### src/rtl/pipeline_pkg.sv
// rtl/pipeline_pkg.sv - shared types and control-word helpers for the hazard controller
// Contents: state_t (RUN, MEM_WAIT, RESUME), DEFAULT_REG_W, ctrl_t enable/flush
// bundle, and run_ctrl() which resolves RUN-state hazards by priority.
package pipeline_pkg;

  localparam int DEFAULT_REG_W = 5;

  typedef enum logic [1:0] {
    RUN      = 2'd0,
    MEM_WAIT = 2'd1,
    RESUME   = 2'd2
  } state_t;

  typedef struct packed {
    logic pc_en;
    logic ifid_en;
    logic idex_en;
    logic exmem_en;
    logic memwb_en;
    logic ifid_flush;
    logic idex_flush;
  } ctrl_t;

  localparam ctrl_t CTRL_HOLD   = 7'b00000_00;
  localparam ctrl_t CTRL_RUN    = 7'b11111_00;
  localparam ctrl_t CTRL_BRANCH = 7'b11111_11;
  // Freeze PC and IF/ID, push a bubble into ID/EX, let the older stages drain.
  localparam ctrl_t CTRL_BUBBLE = 7'b00111_01;

  // Priority: memory stall > branch flush > load-use bubble.
  function automatic ctrl_t run_ctrl(input logic mem_stall,
                                     input logic branch_taken,
                                     input logic load_use);
    ctrl_t c;
    if (mem_stall)         c = CTRL_HOLD;
    else if (branch_taken) c = CTRL_BRANCH;
    else if (load_use)     c = CTRL_BUBBLE;
    else                   c = CTRL_RUN;
    return c;
  endfunction

endpackage

### src/rtl/sat_counter16.sv
// rtl/sat_counter16.sv - 16-bit up counter that saturates at 16'hFFFF
// Ports: clk, reset (async active-low), inc (count enable), count (registered value).
module sat_counter16 (
  input  logic        clk,
  input  logic        reset,
  input  logic        inc,
  output logic [15:0] count
);

  always_ff @(posedge clk or negedge reset) begin
    if (!reset) begin
      count <= '0;
    end else if (inc && (count != 16'hFFFF)) begin
      count <= count + 16'd1;
    end
  end

endmodule

### src/rtl/pipeline_hazard_ctrl.sv
// rtl/pipeline_hazard_ctrl.sv - pipeline stall/flush controller with memory-wait FSM
// Inputs: clk, reset (async active-low), id_rs/id_rt/id_uses_rt (ID sources),
//   ex_rd/ex_memread (EX load), branch_taken, mem_req/mem_ready (MEM access).
// Outputs: pc_en, ifid_en, idex_en, exmem_en, memwb_en (combinational enables),
//   ifid_flush, idex_flush (combinational bubbles), mem_error (sticky timeout),
//   stall_cnt (saturating count of cycles with pc_en low).
module pipeline_hazard_ctrl
  import pipeline_pkg::*;
#(
  parameter int REG_W   = DEFAULT_REG_W,
  parameter int TIMEOUT = 64
) (
  input  logic             clk,
  input  logic             reset,
  input  logic [REG_W-1:0] id_rs,
  input  logic [REG_W-1:0] id_rt,
  input  logic             id_uses_rt,
  input  logic [REG_W-1:0] ex_rd,
  input  logic             ex_memread,
  input  logic             branch_taken,
  input  logic             mem_req,
  input  logic             mem_ready,
  output logic             pc_en,
  output logic             ifid_en,
  output logic             idex_en,
  output logic             exmem_en,
  output logic             memwb_en,
  output logic             ifid_flush,
  output logic             idex_flush,
  output logic             mem_error,
  output logic [15:0]      stall_cnt
);

  localparam int WAIT_W = (TIMEOUT > 1) ? $clog2(TIMEOUT) : 1;
  localparam logic [WAIT_W-1:0] WAIT_LAST = WAIT_W'(TIMEOUT - 1);

  state_t            state;
  logic [WAIT_W-1:0] wait_cnt;
  logic              load_use;
  logic              mem_stall;
  ctrl_t             ctrl;

  // Register zero is hard-wired, so a load targeting it never creates a hazard.
  assign load_use = ex_memread && (ex_rd != '0) &&
                    ((ex_rd == id_rs) || (id_uses_rt && (ex_rd == id_rt)));

  // RESUME ignores mem_req so the access that just completed is not re-stalled.
  assign mem_stall = (state == RUN) && mem_req && !mem_ready;

  always_comb begin
    ctrl = CTRL_HOLD;
    case (state)
      RUN, RESUME: ctrl = run_ctrl(mem_stall, branch_taken, load_use);
      default:     ctrl = CTRL_HOLD;
    endcase
    if (!reset) ctrl = CTRL_HOLD;
  end

  assign pc_en      = ctrl.pc_en;
  assign ifid_en    = ctrl.ifid_en;
  assign idex_en    = ctrl.idex_en;
  assign exmem_en   = ctrl.exmem_en;
  assign memwb_en   = ctrl.memwb_en;
  assign ifid_flush = ctrl.ifid_flush;
  assign idex_flush = ctrl.idex_flush;

  always_ff @(posedge clk or negedge reset) begin
    if (!reset) begin
      state     <= RUN;
      wait_cnt  <= '0;
      mem_error <= 1'b0;
    end else begin
      case (state)
        RUN: begin
          if (mem_stall) begin
            state    <= MEM_WAIT;
            wait_cnt <= '0;
          end
        end
        MEM_WAIT: begin
          if (mem_ready) begin
            state <= RESUME;
          end else if (wait_cnt == WAIT_LAST) begin
            mem_error <= 1'b1;
            state     <= RESUME;
          end else begin
            wait_cnt <= wait_cnt + 1'b1;
          end
        end
        RESUME:  state <= RUN;
        default: state <= RUN;
      endcase
    end
  end

  sat_counter16 u_stall_cnt (
    .clk   (clk),
    .reset (reset),
    .inc   (!pc_en),
    .count (stall_cnt)
  );

endmodule

### config.mk
export PLATFORM = sky130hd
export DESIGN_NAME = pipeline_hazard_ctrl
export DESIGN_NICKNAME = d
export VERILOG_FILES = /design/src/rtl/pipeline_pkg.sv /design/src/rtl/sat_counter16.sv /design/src/rtl/pipeline_hazard_ctrl.sv
export SDC_FILE = /design/constraint.sdc
export NUM_CORES = 1
export LEC_CHECK = 0
export BUFFER_PORTS_ARGS = -buffer_cell sky130_fd_sc_hd__buf_2
export CAP_MARGIN = 10
export CORE_MARGIN = 2
export CORE_UTILIZATION = 30
export CTS_CLUSTER_DIAMETER = 50
export CTS_CLUSTER_SIZE = 12
export DETAILED_ROUTE_END_ITERATION = 7
export GPL_TIMING_DRIVEN = 0
export RECOVER_POWER = 50
export SYNTH_ARGS = -nofsm -noshare
export SYNTH_HDL_FRONTEND = slang
export SYNTH_SLANG_ARGS = --single-unit
### constraint.sdc
create_clock -name clk -period 4.1 [get_ports clk]
set_input_delay 1.23 -clock clk [delete_from_list [all_inputs] [get_ports clk]]
set_output_delay 1.23 -clock clk [all_outputs]
set_load 0.01 [all_outputs]
==> flow_summary.yaml, run 1 <==
critical_path:
  critPathBufInv: 4
  crit_type: "in -> out"
  critical_path.max_stage_delay_ns: 0.66
  crit_path_start_kind: "input port"
  end_kind: "output port"
  crit_required_ns: 2.87
  cp_cell_sequence: "buf_2, or4_2, o21ai_1, o31a_4, buf_6, buf_4, buf_2"
  path_max_fanout: 11
  crit_cells: 7
  crit_family: "simple AND/OR/NAND/NOR gates"
  worstPathArrival_ns: 2.82
  crit_top_cell: "buf_2"
  reg2reg_depth: 6
  cpMaxStageDelayCell: "or4_2"
floorplanning:
  io_pins: 46
  core_area_sq_mm: 0.00441
  die_x_um: 72.1
  initial_core_util: 0.315
  die_y_um: 72.1
  die-area_sq_mm: 0.00519
  core.rowCount: 24
synth:
  synth-edff-count: 0
  netlist_instances: 136
  netlist_top_cells_area: "dfrtp_1 (45%), xor2_1 (17%), nand4_1 (4.1%), nor2_1 (4.1%), nor3_1 (3.2%)"
  synthArstFlopShare: 1.00
  synth_top_cell_area_share: 0.450
  yosysSeqAreaShare: 0.450
  syn_nets: 160
  ys_warn_count: 0
  synth.avg_cell_area_sq_um: 10.2
  ys_ff_latch: 25
  ys_types: 32
  synth_top_area_cell: "dfrtp_1"
  synthFlopType: "dfrtp_1"
  synth_area_sq_mm: 0.00139
worst_hold_path:
  hold_path_class: "reg -> reg"
  worst_hold_path.num_cells: 1
clock_tree:
  htree_levels: 1
  clkTransAtPathRegs_ns: 0.10
  insertion_delay_ns: 0.27
  clock_sinks: 25
  clock_tree.buffer_depth: 2
  cts_root_buf: "clkbuf_8"
  cts_buffers: 3
  postCtsSetupBuffers: 0
  cts_tree: "yes"
finish:
  syn_to_final_growth_pct: 23.6
  utilization: 0.389
  nets: 210
  diodes: 0
  layout_common_cells: "buf_2 (36), xor2_1 (27), dfrtp_1 (25), nor2_1 (15)"
  drive_gt1_frac: 0.292
  final_common_cell: "buf_2"
placed_design:
  dp_hpwl_um: 2150
  gp_congestion: 0.754
  io_buffers: 45
timing:
  tightest_slew_ns: 0.814
  fin_crit_ns: 4.05
  slew_violations: 0
  clock_skew_ns: 0.00579
  finalHoldViolCount: 0
  rsz0062_at_grt: "false"
  setup_viol: 0
  period_share: 0.988
  whs_ns: 0.460
  slew_headroom: 0.453
  fmax_ghz: 0.247
grt:
  grt_pass1_vias: 1090
  antenna_found_initial: 0
  grt_pass1_wl_um: 4970
  grt_usage: 0.118
  grt_max_degree: 27
  grt_overflow: 0
routing:
  wirelength_um: 2840
  wl_met2_um: 1220
  first_pass_iters: 3
  routedWlPerCell_um: 12.0
  drtIter0Drc: 37
  routed_via_density: 4.86
  vias: 1151
  top_layer_used: "met4"
  met3_length_um: 197
  met1Wirelength_um: 1380
  ant_nets: 0
  drc: 0
flow_run:
  cap_viol_max_count: 0
pwr:
  power_density_mw_per_mm2: 501
  ir_drop_mv: 0.283
  power.leakage_nw: 0.801
outcome:
  status: "complete, no violations"
cells by family (layout without fill, tap and decap cells):
| family | after synthesis | after routing | share of synthesized area |
|---|---|---|---|
| simple gates | 64 | 64 | 0.256 |
| fa+ha+maj | 2 | 2 | 0.0180 |
| buf+inv | 7 | 56 | 0.0351 |
| xor+xnor | 28 | 28 | 0.176 |
| compound gates | 7 | 7 | 0.0405 |
| mux | 3 | 3 | 0.0243 |
| flops | 25 | 25 | 0.450 |
Yosys cell counts (2+ instances only):
library cell / n
xor2_1: 27
dfrtp_1: 25
nor2_1: 15
nand2_1: 10
nand4_1: 9
nor3_1: 9
buf_4: 4
and3_1: 3
mux2_2: 3
nand3_1: 3
nor4_1: 3
o21ai_0: 3
and2_1: 2
ha_1: 2
what timing repair did:
item | CTS | global route
hold buffers | 0 | 0
endpoints found under the setup margin | 1 | 0
gates resized for setup | 1 | 0
registers in the layout (all words and copies together) (netlist names):
signal             cells
mem_error              1
state                  2
u_stall_cnt.count     16
wait_cnt               6
layer usage:
layer,track usage,vias to the layer above
li1,-,577
met1,0.156,530
met2,0.187,40
met3,0.0278,4
met4,0.0482,0
met5,0,-
report_power, final:
| part | total [mW] | switching [mW] | internal (mW) | leakage [nW] |
|---|---|---|---|---|
| registers | 0.409 | 0.0889 | 0.320 | 0.305 |
| clock network | 0.155 | 0.0855 | 0.0690 | 0.0217 |
| logic | 0.297 | 0.160 | 0.138 | 0.474 |
metrics by stage:
| step | cell area [sq um] | cells | power, mW | setup TNS, ns | setup WS [ns] |
|---|---|---|---|---|---|
| floorplan | 1390 | 136 | 0.592 | 0 | 0.294 |
| global placement | 1680 | 233 | 0.716 | -0.0513 | -0.0513 |
| detailed placement | 1680 | 233 | 0.721 | -0.0406 | -0.0406 |
| CTS | 1730 | 237 | 0.880 | 0 | 0.0442 |
| global route | 1720 | 237 | 0.929 | 0 | 0.00293 |
| finish | 1720 | 237 | 0.861 | 0 | 0.0505 |
area by class of cell:
type,instances,area (sq um)
plain buffers,6,45.0
clock buffers,3,41.3
clock inverters,1,7.51
fillers,441,2700
inverters,1,3.75
multi-input cells,104,716
flip-flops and latches,25,626
well taps,52,65.1
repair buffers,45,214
worst paths after layout:
kind | startpoint | endpoint | slack [ns]
max | ex_rd[1] | pc_en | 0.05
min | mem_error$_DFFE_PN0P_ | mem_error$_DFFE_PN0P_ | 0.46
max reg2reg | u_stall_cnt.count[2]$_DFFE_PN0P_ | u_stall_cnt.count[7]$_DFFE_PN0P_ | 1.89
min reg2reg | mem_error$_DFFE_PN0P_ | mem_error$_DFFE_PN0P_ | 0.46
max in group asynchronous | reset | u_stall_cnt.count[13]$_DFFE_PN0P_ | 2.77
min in group asynchronous | reset | u_stall_cnt.count[4]$_DFFE_PN0P_ | 0.94
No activity file was read; power rests on OpenSTA's default activity.
==> inputs of run 2 (changes only) <==
--- a/config.mk
+++ b/config.mk
@@ -5,6 +5,7 @@
 export SDC_FILE = /design/constraint.sdc
 export NUM_CORES = 1
 export LEC_CHECK = 0
+export ABC_AREA = 0
 export BUFFER_PORTS_ARGS = -buffer_cell sky130_fd_sc_hd__buf_2
 export CAP_MARGIN = 10
 export CORE_MARGIN = 2
@@ -13,6 +14,7 @@
 export CTS_CLUSTER_SIZE = 12
 export DETAILED_ROUTE_END_ITERATION = 7
 export GPL_TIMING_DRIVEN = 0
+export PLACE_DENSITY_LB_ADDON = 0.25
 export RECOVER_POWER = 50
 export SYNTH_ARGS = -nofsm -noshare
 export SYNTH_HDL_FRONTEND = slang
==> flow_summary.yaml, run 2 (same netlist as run 1, synthesis figures left out) <==
critical_path:
  worstPathArrival_ns: 2.79
  crit_top_cell: "buf_2"
  r2r_slack_ns: 1.89
  r2r-end: "u_stall_cnt.count[7]$_DFFE_PN0P_"
  critPathBufInv: 4
  crit_path_start_kind: "input port"
  crit_type: "in -> out"
  rr_startpoint: "u_stall_cnt.count[2]$_DFFE_PN0P_"
  cpMaxStageDelayCell: "or4_2"
  critical_path.max_stage_delay_ns: 0.67
  cp_cell_sequence: "buf_2, or4_2, o21ai_2, o31a_4, buf_6, buf_4, buf_2"
  crit_required_ns: 2.87
  path_max_fanout: 11
  reg2reg_depth: 6
  end_kind: "output port"
  crit_family: "simple AND/OR/NAND/NOR gates"
floorplanning:
  initial_core_util: 0.315
  core_area_sq_mm: 0.00441
  die-area_sq_mm: 0.00519
  die_x_um: 72.1
  die_y_um: 72.1
  io_pins: 46
  core.rowCount: 24
finish:
  diodes: 0
  layout_common_cells: "buf_2 (36), xor2_1 (27), dfrtp_1 (25), nor2_1 (15)"
  final_common_cell: "buf_2"
  top_register: "u_stall_cnt.count"
  nets: 210
  syn_to_final_growth_pct: 23.7
  fillerInstances: 455
  reg.largest.list: "u_stall_cnt.count: 16 flops, wait_cnt: 6 flops, state: 2 flops"
  drive_gt1_frac: 0.297
  largest_reg_flops: 16
routing:
  routedWlPerCell_um: 12.1
  wirelength_um: 2870
  vias: 1112
  first_pass_iters: 4
  drtIter0Drc: 37
  routed_via_density: 4.69
  ant_nets: 0
  drc: 0
timing:
  worst_slack_ns: 0.0829
  setup_viol: 0
  tightest_slew_ns: 0.812
  clock_skew_ns: 0.00394
  fin_crit_ns: 4.02
  slew_violations: 0
  finalHoldViolCount: 0
  period_share: 0.980
  setup_tns_ns: 0
  slew_headroom: 0.455
  rsz0062_at_grt: "false"
  fmax_ghz: 0.249
outcome:
  status: "complete, no violations"
grt:
  antenna_found_initial: 0
  grt_pass1_wl_um: 4770
  grt_pass1_vias: 1047
  grt_max_degree: 27
  grt_usage: 0.114
  grt_overflow: 0
worst_hold_path:
  worst_hold_path.num_cells: 1
  hp-start: "mem_error$_DFFE_PN0P_"
  holdPathEnd: "mem_error$_DFFE_PN0P_"
  hold_path_class: "reg -> reg"
clock_tree:
  cts_tree: "yes"
  postCtsSetupBuffers: 0
  clock_sinks: 25
  cts_root_buf: "clkbuf_8"
  clock_tree.buffer_depth: 2
  insertion_delay_ns: 0.27
  clkTransAtPathRegs_ns: 0.09
  cts_buffers: 3
  htree_levels: 1
flow_run:
  cap_viol_max_count: 0
pwr:
  p_total_mw: 0.852
  power_density_mw_per_mm2: 496
  power.leakage_nw: 0.805
  ir_drop_mv: 0.283
placed_design:
  dp_hpwl_um: 2150
  pre_cts_slack_ns: -0.0862
  io_buffers: 45
  gp_congestion: 0.726
==> run 2: area by class of cell <==
cell class              count  area, sq um  area share
clock inverters             1         5.00     0.00291
plain buffers               6         45.0      0.0262
flip-flops and latches     25          626       0.364
inverters                   1         3.75     0.00218
repair buffers             45          214       0.124
multi-input cells         104          719       0.418
clock buffers               3         41.3      0.0240
well taps                  52         65.1      0.0378
==> run 2: metal layers <==
| metal | up-vias | wire (um) | GRT usage |
|---|---|---|---|
| met5 | - | 0 | 0 |
| met4 | 0 | 36 | 0.0461 |
| met3 | 4 | 209 | 0.0292 |
| met2 | 43 | 1240 | 0.176 |
| met1 | 496 | 1390 | 0.152 |
| li1 | 569 | - | - |
==> run 2: timing repair <==
action,4_1_cts,5_1_grt
hold endpoints to repair,0,0
pin swaps,0,0
hold buffers,0,0
gates resized for setup,1,1
endpoints found under the setup margin,2,1
==> run 2: worst max-delay path by stage <==
stage / end / from / depth (start not counted)
after floorplan: pc_en / ex_rd[1] / 5
after global placement: pc_en / ex_rd[1] / 7
after detailed placement: pc_en / ex_rd[1] / 7
after CTS: pc_en / ex_rd[1] / 7
after global routing: pc_en / ex_rd[3] / 8
final: pc_en / ex_rd[1] / 7
==> run 2: worst register-to-register path: stages, from the launching register on <==
cell and delay (ns):
dfrtp_1 0.46, nand4_1 0.31, or3_2 0.63, nor2_2 0.22, buf_4 0.23, nor4_1 0.08
xor2_1 0.15
==> run 2: report_power, final <==
group	internal (mW)	switching, mW	total (mW)	leakage, nW
registers	0.321	0.0898	0.410	0.305
logic	0.137	0.160	0.296	0.474
clock network	0.0679	0.0777	0.146	0.0255
total	0.525	0.327	0.852	0.805
==> run 2: metrics by stage <==
step / cell area (sq um) / utilization / instances / hold slack [ns]
after floorplan: 1390 / - / 136 / 0.493
after global placement: 1680 / 0.381 / 233 / 0.448
after detailed placement: 1680 / 0.381 / 233 / 0.449
after CTS: 1730 / 0.391 / 237 / 0.471
after global routing: 1720 / 0.389 / 237 / 0.494
final: 1720 / 0.389 / 237 / 0.470
==> inputs of run 3 (changes only) <==
--- a/config.mk
+++ b/config.mk
@@ -8,6 +8,8 @@
 export ABC_AREA = 0
 export BUFFER_PORTS_ARGS = -buffer_cell sky130_fd_sc_hd__buf_2
 export CAP_MARGIN = 10
+export CELL_PAD_IN_SITES_DETAIL_PLACEMENT = 0
+export CELL_PAD_IN_SITES_GLOBAL_PLACEMENT = 1
 export CORE_MARGIN = 2
 export CORE_UTILIZATION = 30
 export CTS_CLUSTER_DIAMETER = 50
@@ -16,6 +18,7 @@
 export GPL_TIMING_DRIVEN = 0
 export PLACE_DENSITY_LB_ADDON = 0.25
 export RECOVER_POWER = 50
+export SLEW_MARGIN = 40
 export SYNTH_ARGS = -nofsm -noshare
 export SYNTH_HDL_FRONTEND = slang
 export SYNTH_SLANG_ARGS = --single-unit
==> constraint.sdc (replaced) <==
create_clock -name clk -period 4.15 [get_ports clk]
set_input_delay 1.245 -clock clk [delete_from_list [all_inputs] [get_ports clk]]
set_output_delay 1.245 -clock clk [all_outputs]
set_load 0.01 [all_outputs]
==> flow_summary.yaml, run 3 (same netlist as run 1, synthesis figures left out) <==
outcome:
  status: "complete, no violations"
critical_path:
  path_max_fanout: 11
  end_kind: "output port"
  crit_required_ns: 2.90
  crit_type: "in -> out"
  worstPathArrival_ns: 2.80
  crit_path_start_kind: "input port"
pwr:
  power_density_mw_per_mm2: 495
  power.leakage_nw: 0.813
  ir_drop_mv: 0.277
timing:
  finalHoldViolCount: 0
  clock_skew_ns: 0.00176
  period_share: 0.976
  rsz0062_at_grt: "false"
  worst_slack_ns: 0.101
  fmax_ghz: 0.247
  tightest_slew_ns: 0.792
  slew_violations: 0
  fin_crit_ns: 4.05
  slew_headroom: 0.468
  setup_viol: 0
clock_tree:
  clock_sinks: 25
  htree_levels: 1
  cts_buffers: 3
  cts_root_buf: "clkbuf_8"
  postCtsSetupBuffers: 0
  clkTransAtPathRegs_ns: 0.08
  insertion_delay_ns: 0.26
  cts_tree: "yes"
  clock_tree.buffer_depth: 2
finish:
  nets: 210
  top_register: "u_stall_cnt.count"
  reg.largest.list: "u_stall_cnt.count: 16 flops, wait_cnt: 6 flops, state: 2 flops"
  multi_input_area_sq_um: 719
  syn_to_final_growth_pct: 24.1
  final_cell_area_sq_mm: 0.00173
  diodes: 0
  fillerInstances: 466
  final_common_cell: "buf_2"
  layout_common_cells: "buf_2 (38), xor2_1 (27), dfrtp_1 (25), nor2_1 (15), nand2_1 (10)"
  drive_gt1_frac: 0.314
  largest_reg_flops: 16
  regArea_sq_um: 626
routing:
  ant_nets: 0
  vias: 1152
  drtIter0Drc: 24
  first_pass_iters: 4
  drc: 0
  wirelength_um: 3050
  routed_via_density: 4.86
  routedWlPerCell_um: 12.9
floorplanning:
  core_area_sq_mm: 0.00441
  io_pins: 46
  die_y_um: 72.1
  core.rowCount: 24
  die-area_sq_mm: 0.00519
  die_x_um: 72.1
  initial_core_util: 0.315
worst_hold_path:
  hold_path_class: "reg -> reg"
grt:
  grt_max_degree: 27
  grt_overflow: 0
  grt_usage: 0.129
  grt_pass1_wl_um: 5380
  grt_pass1_vias: 1150
  antenna_found_initial: 0
placed_design:
  pre_cts_slack_ns: -0.0412
  gp_congestion: 0.764
  io_buffers: 45
  post_dp_cell_area_sq_mm: 0.00168
  dp_hpwl_um: 2260
flow_run:
  cap_viol_max_count: 0
[run 3: cell count changes in the layout (fill, tap and decap cells not counted), sizes merged]
cell    before  now
buf         41   43
clkbuf      13   11
[run 3: power by group]
part	switching [mW]	total [mW]	internal, mW
clock network	0.0733	0.140	0.0670
logic	0.162	0.303	0.141
registers	0.0942	0.411	0.317
[run 3: critical path: stages]
cell	delay (ns)
buf_2	0.12
or4_2	0.68
o21ai_2	0.17
o31a_4	0.20
buf_6	0.16
buf_4	0.11
buf_2	0.12
[run 3: metrics by stage]
| step | instances | utilization | power (mW) | setup TNS, ns | hold slack (ns) |
|---|---|---|---|---|---|
| after floorplan | 136 | - | 0.584 | 0 | 0.493 |
| after global routing | 237 | 0.391 | 0.927 | 0 | 0.512 |
| final | 237 | 0.391 | 0.854 | 0 | 0.458 |
| after global placement | 233 | 0.381 | 0.709 | -0.0272 | 0.434 |
| after detailed placement | 233 | 0.381 | 0.722 | -0.0412 | 0.440 |
| after CTS | 237 | 0.391 | 0.872 | 0 | 0.461 |
[run 3: what timing repair did]
action | 4_1_cts | 5_1_grt
pin swaps | 0 | 1
endpoints found under the setup margin | 1 | 1
resized for setup | 1 | 2
gates cloned | 0 | 0
hold buffers | 0 | 0
[run 3: path summary, 6_finish.rpt]
path,from,to,slack [ns],cells past startpoint
worst max-delay path,ex_rd[1],pc_en,0.10,7
worst min-delay path,mem_error$_DFFE_PN0P_,mem_error$_DFFE_PN0P_,0.46,1
worst max register to register,u_stall_cnt.count[2]$_DFFE_PN0P_,u_stall_cnt.count[7]$_DFFE_PN0P_,1.91,6
min in group asynchronous,reset,u_stall_cnt.count[8]$_DFFE_PN0P_,0.90,1
worst min register to register,mem_error$_DFFE_PN0P_,mem_error$_DFFE_PN0P_,0.46,1
max in group asynchronous,reset,u_stall_cnt.count[1]$_DFFE_PN0P_,2.99,1
[run 3: final cells by class]
type,instances,share of cell area
Multi-Input combinational cell,104,0.417
Sequential cell,25,0.363
Timing Repair Buffer,45,0.128
Tap cell,52,0.0377
Buffer,6,0.0261
Clock buffer,3,0.0239
Clock inverter,1,0.00290
Inverter,1,0.00218
[run 3: layer usage]
metal | global-route usage | up-vias | routed length, um | part of all wire
li1 | - | 571 | - | -
met1 | 0.180 | 531 | 1440 | 0.47
met2 | 0.204 | 48 | 1340 | 0.44
met3 | 0.0222 | 2 | 239 | 0.078
met4 | 0.0440 | 0 | 26 | 0.0085
met5 | 0 | - | 0 | 0
